File: src/rtl/rr_arbiter_16.sv
// rr_arbiter_16: round-robin arbiter granting one shared resource to one of 16 requesters.
// Optional macro ARB_TIMEOUT_EN adds a forced release after TIMEOUT_CYCLES BUSY cycles.
module rr_arbiter_16 #(
    parameter int TIMEOUT_CYCLES = 255,
    parameter int CNT_WIDTH      = 16
) (
    input  logic                 clock,
    input  logic                 reset,
    input  logic [15:0]          req,
    input  logic                 ack,
    output logic [15:0]          grant,
    output logic [3:0]           select,
    output logic                 busy,
    output logic                 timeout,
    output logic [CNT_WIDTH-1:0] done_count
);

    if (TIMEOUT_CYCLES < 1 || TIMEOUT_CYCLES > 255) begin : g_bad_timeout
        $error("rr_arbiter_16: TIMEOUT_CYCLES must be in 1..255");
    end

    typedef enum logic {
        S_IDLE = 1'b0,
        S_BUSY = 1'b1
    } state_t;

    state_t               state_q, state_d;
    logic [15:0]          grant_q, grant_d;
    logic [3:0]           select_q, select_d;
    logic [3:0]           ptr_q, ptr_d;
    logic [CNT_WIDTH-1:0] done_q, done_d;

    logic                 found;
    logic [3:0]           win_idx;
    logic [3:0]           cand;

    // Scan ptr, ptr+1, ... wrapping mod 16; the first set request wins.
    always_comb begin
        found   = 1'b0;
        win_idx = ptr_q;
        cand    = ptr_q;
        for (int i = 0; i < 16; i++) begin
            cand = ptr_q + 4'(i);
            if (!found && req[cand]) begin
                found   = 1'b1;
                win_idx = cand;
            end
        end
    end

`ifdef ARB_TIMEOUT_EN
    logic [7:0] hold_q, hold_d;
    logic       timeout_q, timeout_d;
`endif

    always_comb begin
        state_d  = state_q;
        grant_d  = grant_q;
        select_d = select_q;
        ptr_d    = ptr_q;
        done_d   = done_q;
`ifdef ARB_TIMEOUT_EN
        hold_d    = hold_q;
        timeout_d = 1'b0;
`endif
        case (state_q)
            S_IDLE: begin
`ifdef ARB_TIMEOUT_EN
                hold_d = 8'd0;
`endif
                if (found) begin
                    state_d  = S_BUSY;
                    grant_d  = 16'(1) << win_idx;
                    select_d = win_idx;
                end
            end
            S_BUSY: begin
`ifdef ARB_TIMEOUT_EN
                hold_d = hold_q + 8'd1;
`endif
                // ack wins over a simultaneous req drop or hold-limit hit.
                if (ack) begin
                    state_d = S_IDLE;
                    grant_d = '0;
                    ptr_d   = select_q + 4'd1;
                    done_d  = done_q + CNT_WIDTH'(1);
                end else if (!req[select_q]) begin
                    state_d = S_IDLE;
                    grant_d = '0;
                    ptr_d   = select_q + 4'd1;
                end
`ifdef ARB_TIMEOUT_EN
                else if (hold_q == 8'(TIMEOUT_CYCLES - 1)) begin
                    state_d   = S_IDLE;
                    grant_d   = '0;
                    ptr_d     = select_q + 4'd1;
                    timeout_d = 1'b1;
                end
`endif
            end
            default: begin
                state_d = S_IDLE;
                grant_d = '0;
            end
        endcase
    end

    always_ff @(posedge clock or posedge reset) begin
        if (reset) begin
            state_q  <= S_IDLE;
            grant_q  <= '0;
            select_q <= '0;
            ptr_q    <= '0;
            done_q   <= '0;
        end else begin
            state_q  <= state_d;
            grant_q  <= grant_d;
            select_q <= select_d;
            ptr_q    <= ptr_d;
            done_q   <= done_d;
        end
    end

`ifdef ARB_TIMEOUT_EN
    always_ff @(posedge clock or posedge reset) begin
        if (reset) begin
            hold_q    <= '0;
            timeout_q <= 1'b0;
        end else begin
            hold_q    <= hold_d;
            timeout_q <= timeout_d;
        end
    end

    assign timeout = timeout_q;
`else
    assign timeout = 1'b0;
`endif

    assign grant      = grant_q;
    assign select     = select_q;
    assign busy       = (state_q == S_BUSY);
    assign done_count = done_q;

endmodule

File: config.mk
export PLATFORM = sky130hd
export DESIGN_NAME = rr_arbiter_16
export DESIGN_NICKNAME = d
export VERILOG_FILES = /design/src/rtl/rr_arbiter_16.sv
export SDC_FILE = /design/constraint.sdc
export NUM_CORES = 1
export LEC_CHECK = 0
export CORE_MARGIN = 8
export CORE_UTILIZATION = 52
export CTS_BUF_LIST = sky130_fd_sc_hd__clkbuf_8
export DETAILED_ROUTE_END_ITERATION = 7
export HOLD_SLACK_MARGIN = 0.1
export PLACE_DENSITY_LB_ADDON = 0.3
export SYNTH_ARGS = -nofsm -noshare
export SYNTH_HDL_FRONTEND = slang
export SYNTH_SLANG_ARGS = --single-unit
File: constraint.sdc
create_clock -name clock -period 4.8 [get_ports clock]
set_input_delay 0.96 -clock clock [delete_from_list [all_inputs] [get_ports clock]]
set_output_delay 0.96 -clock clock [all_outputs]
set_load 0.02 [all_outputs]
==> results.yml <==
status:
  status: "complete, no violations"
floorplanning:
  core_um2: 7770
  initial_core_util_pct: 53.9
  die-area_um2: 11200
  die_h_um: 106
  ios: 57
  chipWidth_um: 106
  row_count: 32
global_routing:
  grt_max_degree: 42
  grt-ovfl-total: 0
  grt_util_all_layers_pct: 22.0
  grt_pass1_wl_mm: 19.9
  antenna_found_initial: 0
  grt_pass1_vias: 3664
logic_synthesis:
  synthXorXnorAreaFrac_pct: 5.80
  avgSynthCellArea_um2: 10.3
  synth_compound_area_share_pct: 19.5
  synth_top_family_by_area: "multiplexers"
  synth-edff-count: 0
  synth_cell_types: 70
  ys_seq_area_share_pct: 24.5
  yosysWarnings: 0
  synthSimpleGateAreaFrac_pct: 15.6
  synth_ff_type: "dfrtp_1"
  syn_nets: 435
  synth_top_area_share_pct: 24.5
  synthArstFlopShare_pct: 100
  synth.largest_area_cell: "dfrtp_1"
  synth.area.top_cells: "dfrtp_1, mux4_2, mux2i_1"
  synthMuxAreaShare_pct: 27.8
  synth_fa_ha_area_share_pct: 2.69
  netlist_instances: 407
  syn_area_um2: 4190
  ys_ff_latch: 41
clocking:
  clk_latency_ns: 0.29
  cts_hold_buf: 0
  numClockSinks: 41
  htree_levels: 2
  cts_tree: "done"
  root_buffer: "clkbuf_8"
  cts_setup_buffers: 0
  ctsResizeCount: 0
  numCtsBuffers: 5
  clk_pin_slew_worst_paths_ns: 0.08
  cts_buffer_depth: 2
critical_path:
  endpoint_kind: "register"
  critPathLaunch: "req[15]"
  ff2ff_path_depth: 11
  slowest_delay_ns: 0.75
  critPathLaunchType: "input port"
  r2r-end: "grant[9]$_DFFE_PP0P_"
  r2r_start: "ptr_q[2]$_DFFE_PP0P_"
  critPathMostFrequentCell: "mux2i_1"
  critPathMaxFanout: 8
  crit_required_ns: 4.98
  crit_buf_inv: 2
  worst_path_max_delay_cell: "mux2i_1"
  cp_top_family: "compound AO/OA/AOI/OAI gates"
  cp.arrival_ns: 4.58
  critPathKind: "input port to register"
  ff2ff_setup_slack_ns: 0.55
  crit_chain: "clkdlybuf4s50_1 > mux4_2 > mux2i_1 > mux2i_1 > a21oi_1 > a22oi_1 > nor3_1 > a221oi_1 > o31ai_2 > buf_4 > nor2b_1 > a32o_1"
timing:
  setup_viol: 0
  finalCriticalPeriod_ns: 4.40
  fmax_mhz: 227
  fin_crit_sh_pct: 91.6
  skew_ns: 0.00445
  tns_ns: 0
  final_hold_viol_count: 0
  rsz0062_at_grt: "no"
  hold_ws_ns: 0.480
  slew_headroom_pct: 34.4
  slew_viol_final: 0
  worst_pin_slew_ns: 0.957
finish:
  final_cell_mix: "clkdlybuf4s50_1, dfrtp_1, mux4_2"
  synthToLayoutAreaGrowth_pct: 20.8
  finalNetCount: 505
  drive_above_1_share_pct: 21.2
  antennaDiodeCount: 0
  final_common_cell: "clkdlybuf4s50_1"
  fillCellCount: 620
placed_design:
  port_buffers: 55
  place_congestion: 0.968
  dp_hpwl_mm: 9.37
routing:
  routed_wl_mm: 12.4
  route.vias.total: 3799
  drt-initial-drc-count: 320
  drcViolationCount: 0
  via_per_inst: 6.56
  wire_per_inst_um: 21.3
  drtPass1Iterations: 5
  drtAntennaViolNets: 0
min_path:
  min_from: "done_count[15]$_DFFE_PP0P_"
  min_path_type: "register to register"
  whs_endpoint: "done_count[15]$_DFFE_PP0P_"
  hold_path_depth: 1
run:
  cap_violations: 0
==> sequential cells by signal (all words and copies together), names as in the netlist <==
| register | cells |
|---|---|
| select | 4 |
| grant | 16 |
| busy | 1 |
| done_count | 16 |
| ptr_q | 4 |
==> cell usage after synthesis, types with 3 or more instances <==
| library cell | n |
|---|---|
| nand3_1 | 17 |
| o22ai_1 | 3 |
| ha_1 | 9 |
| nor3_1 | 9 |
| a21o_1 | 4 |
| dfrtp_1 | 41 |
| nand2_1 | 24 |
| a31oi_1 | 4 |
| buf_2 | 3 |
| inv_1 | 9 |
| buf_6 | 4 |
| nand2b_1 | 6 |
| and3_1 | 8 |
| a21oi_1 | 23 |
| mux4_2 | 33 |
| nor2b_1 | 11 |
| a32o_1 | 17 |
| and2_1 | 6 |
| mux2_2 | 12 |
| o21ai_0 | 18 |
| nand4_1 | 4 |
| xnor2_1 | 19 |
| mux2i_1 | 26 |
| buf_4 | 4 |
| clkbuf_1 | 9 |
| nor2_1 | 24 |
| o311ai_1 | 3 |
| xor2_1 | 5 |
==> worst reg2reg max path: cells and delay by family (launching register included) <==
| family | cells | cell delay [ns] |
|---|---|---|
| DFF | 1 | 0.56 |
| buffers and inverters | 2 | 0.32 |
| adders and majority gates | 1 | 0.74 |
| muxes | 1 | 0.88 |
| and+or+nand+nor | 2 | 0.29 |
| AOI/OAI and AO/OA | 5 | 1.35 |
==> how the worst max path moves through the flow <==
stage,endpoint,slack (ns),depth (start not counted)
4_1_cts,grant[7]$_DFFE_PP0P_,0.45,10
3_3_place_gp,grant[3]$_DFFE_PP0P_,0.20,10
6_report,grant[9]$_DFFE_PP0P_,0.40,12
2_1_floorplan,grant[0]$_DFFE_PP0P_,0.35,14
5_1_grt,grant[8]$_DFFE_PP0P_,0.18,11
3_5_place_dp,grant[5]$_DFFE_PP0P_,0.15,10
==> area by class of cell <==
| class | count | area, um2 | share of cell area (%) |
|---|---|---|---|
| clock buffer | 5 | 68.8 | 1.36 |
| clock inverter | 2 | 35.0 | 0.693 |
| inverter | 11 | 41.3 | 0.816 |
| multi-input combinational | 334 | 2990 | 59.1 |
| sequential | 41 | 1030 | 20.3 |
| tap | 102 | 128 | 2.52 |
| timing repair buffer | 84 | 768 | 15.2 |
==> logic make-up after synthesis <==
group | after synthesis
XOR/XNOR | 26
flip-flops | 41
buffers and inverters | 32
other | 1
AO/OA/AOI/OAI | 104
AND/OR/NAND/NOR | 121
multiplexers | 73
adder cells (fa/ha/maj) | 9
==> metal layers <==
metal	vias up	part of all wire [%]	global-route usage, %
met4	0	2.6	7.04
li1	1729	-	-
met2	207	45	33.3
met1	1834	43	30.4
met5	-	0	0
met3	29	8.8	5.12
==> stage by stage <==
| stage | setup WS [ns] | util (%) | cells | cell area [um2] |
|---|---|---|---|---|
| after floorplan | 0.353 | - | 407 | 4190 |
| after global placement | 0.205 | 63.8 | 572 | 4950 |
| after detailed placement | 0.150 | 63.8 | 572 | 4950 |
| after CTS | 0.454 | 65.1 | 579 | 5060 |
| after global routing | 0.178 | 65.1 | 579 | 5060 |
| final | 0.402 | 65.1 | 579 | 5060 |
Power is left out: the tool's default activity adds up to more than one toggle a clock period on the data nets, which glitch-free logic cannot reach.
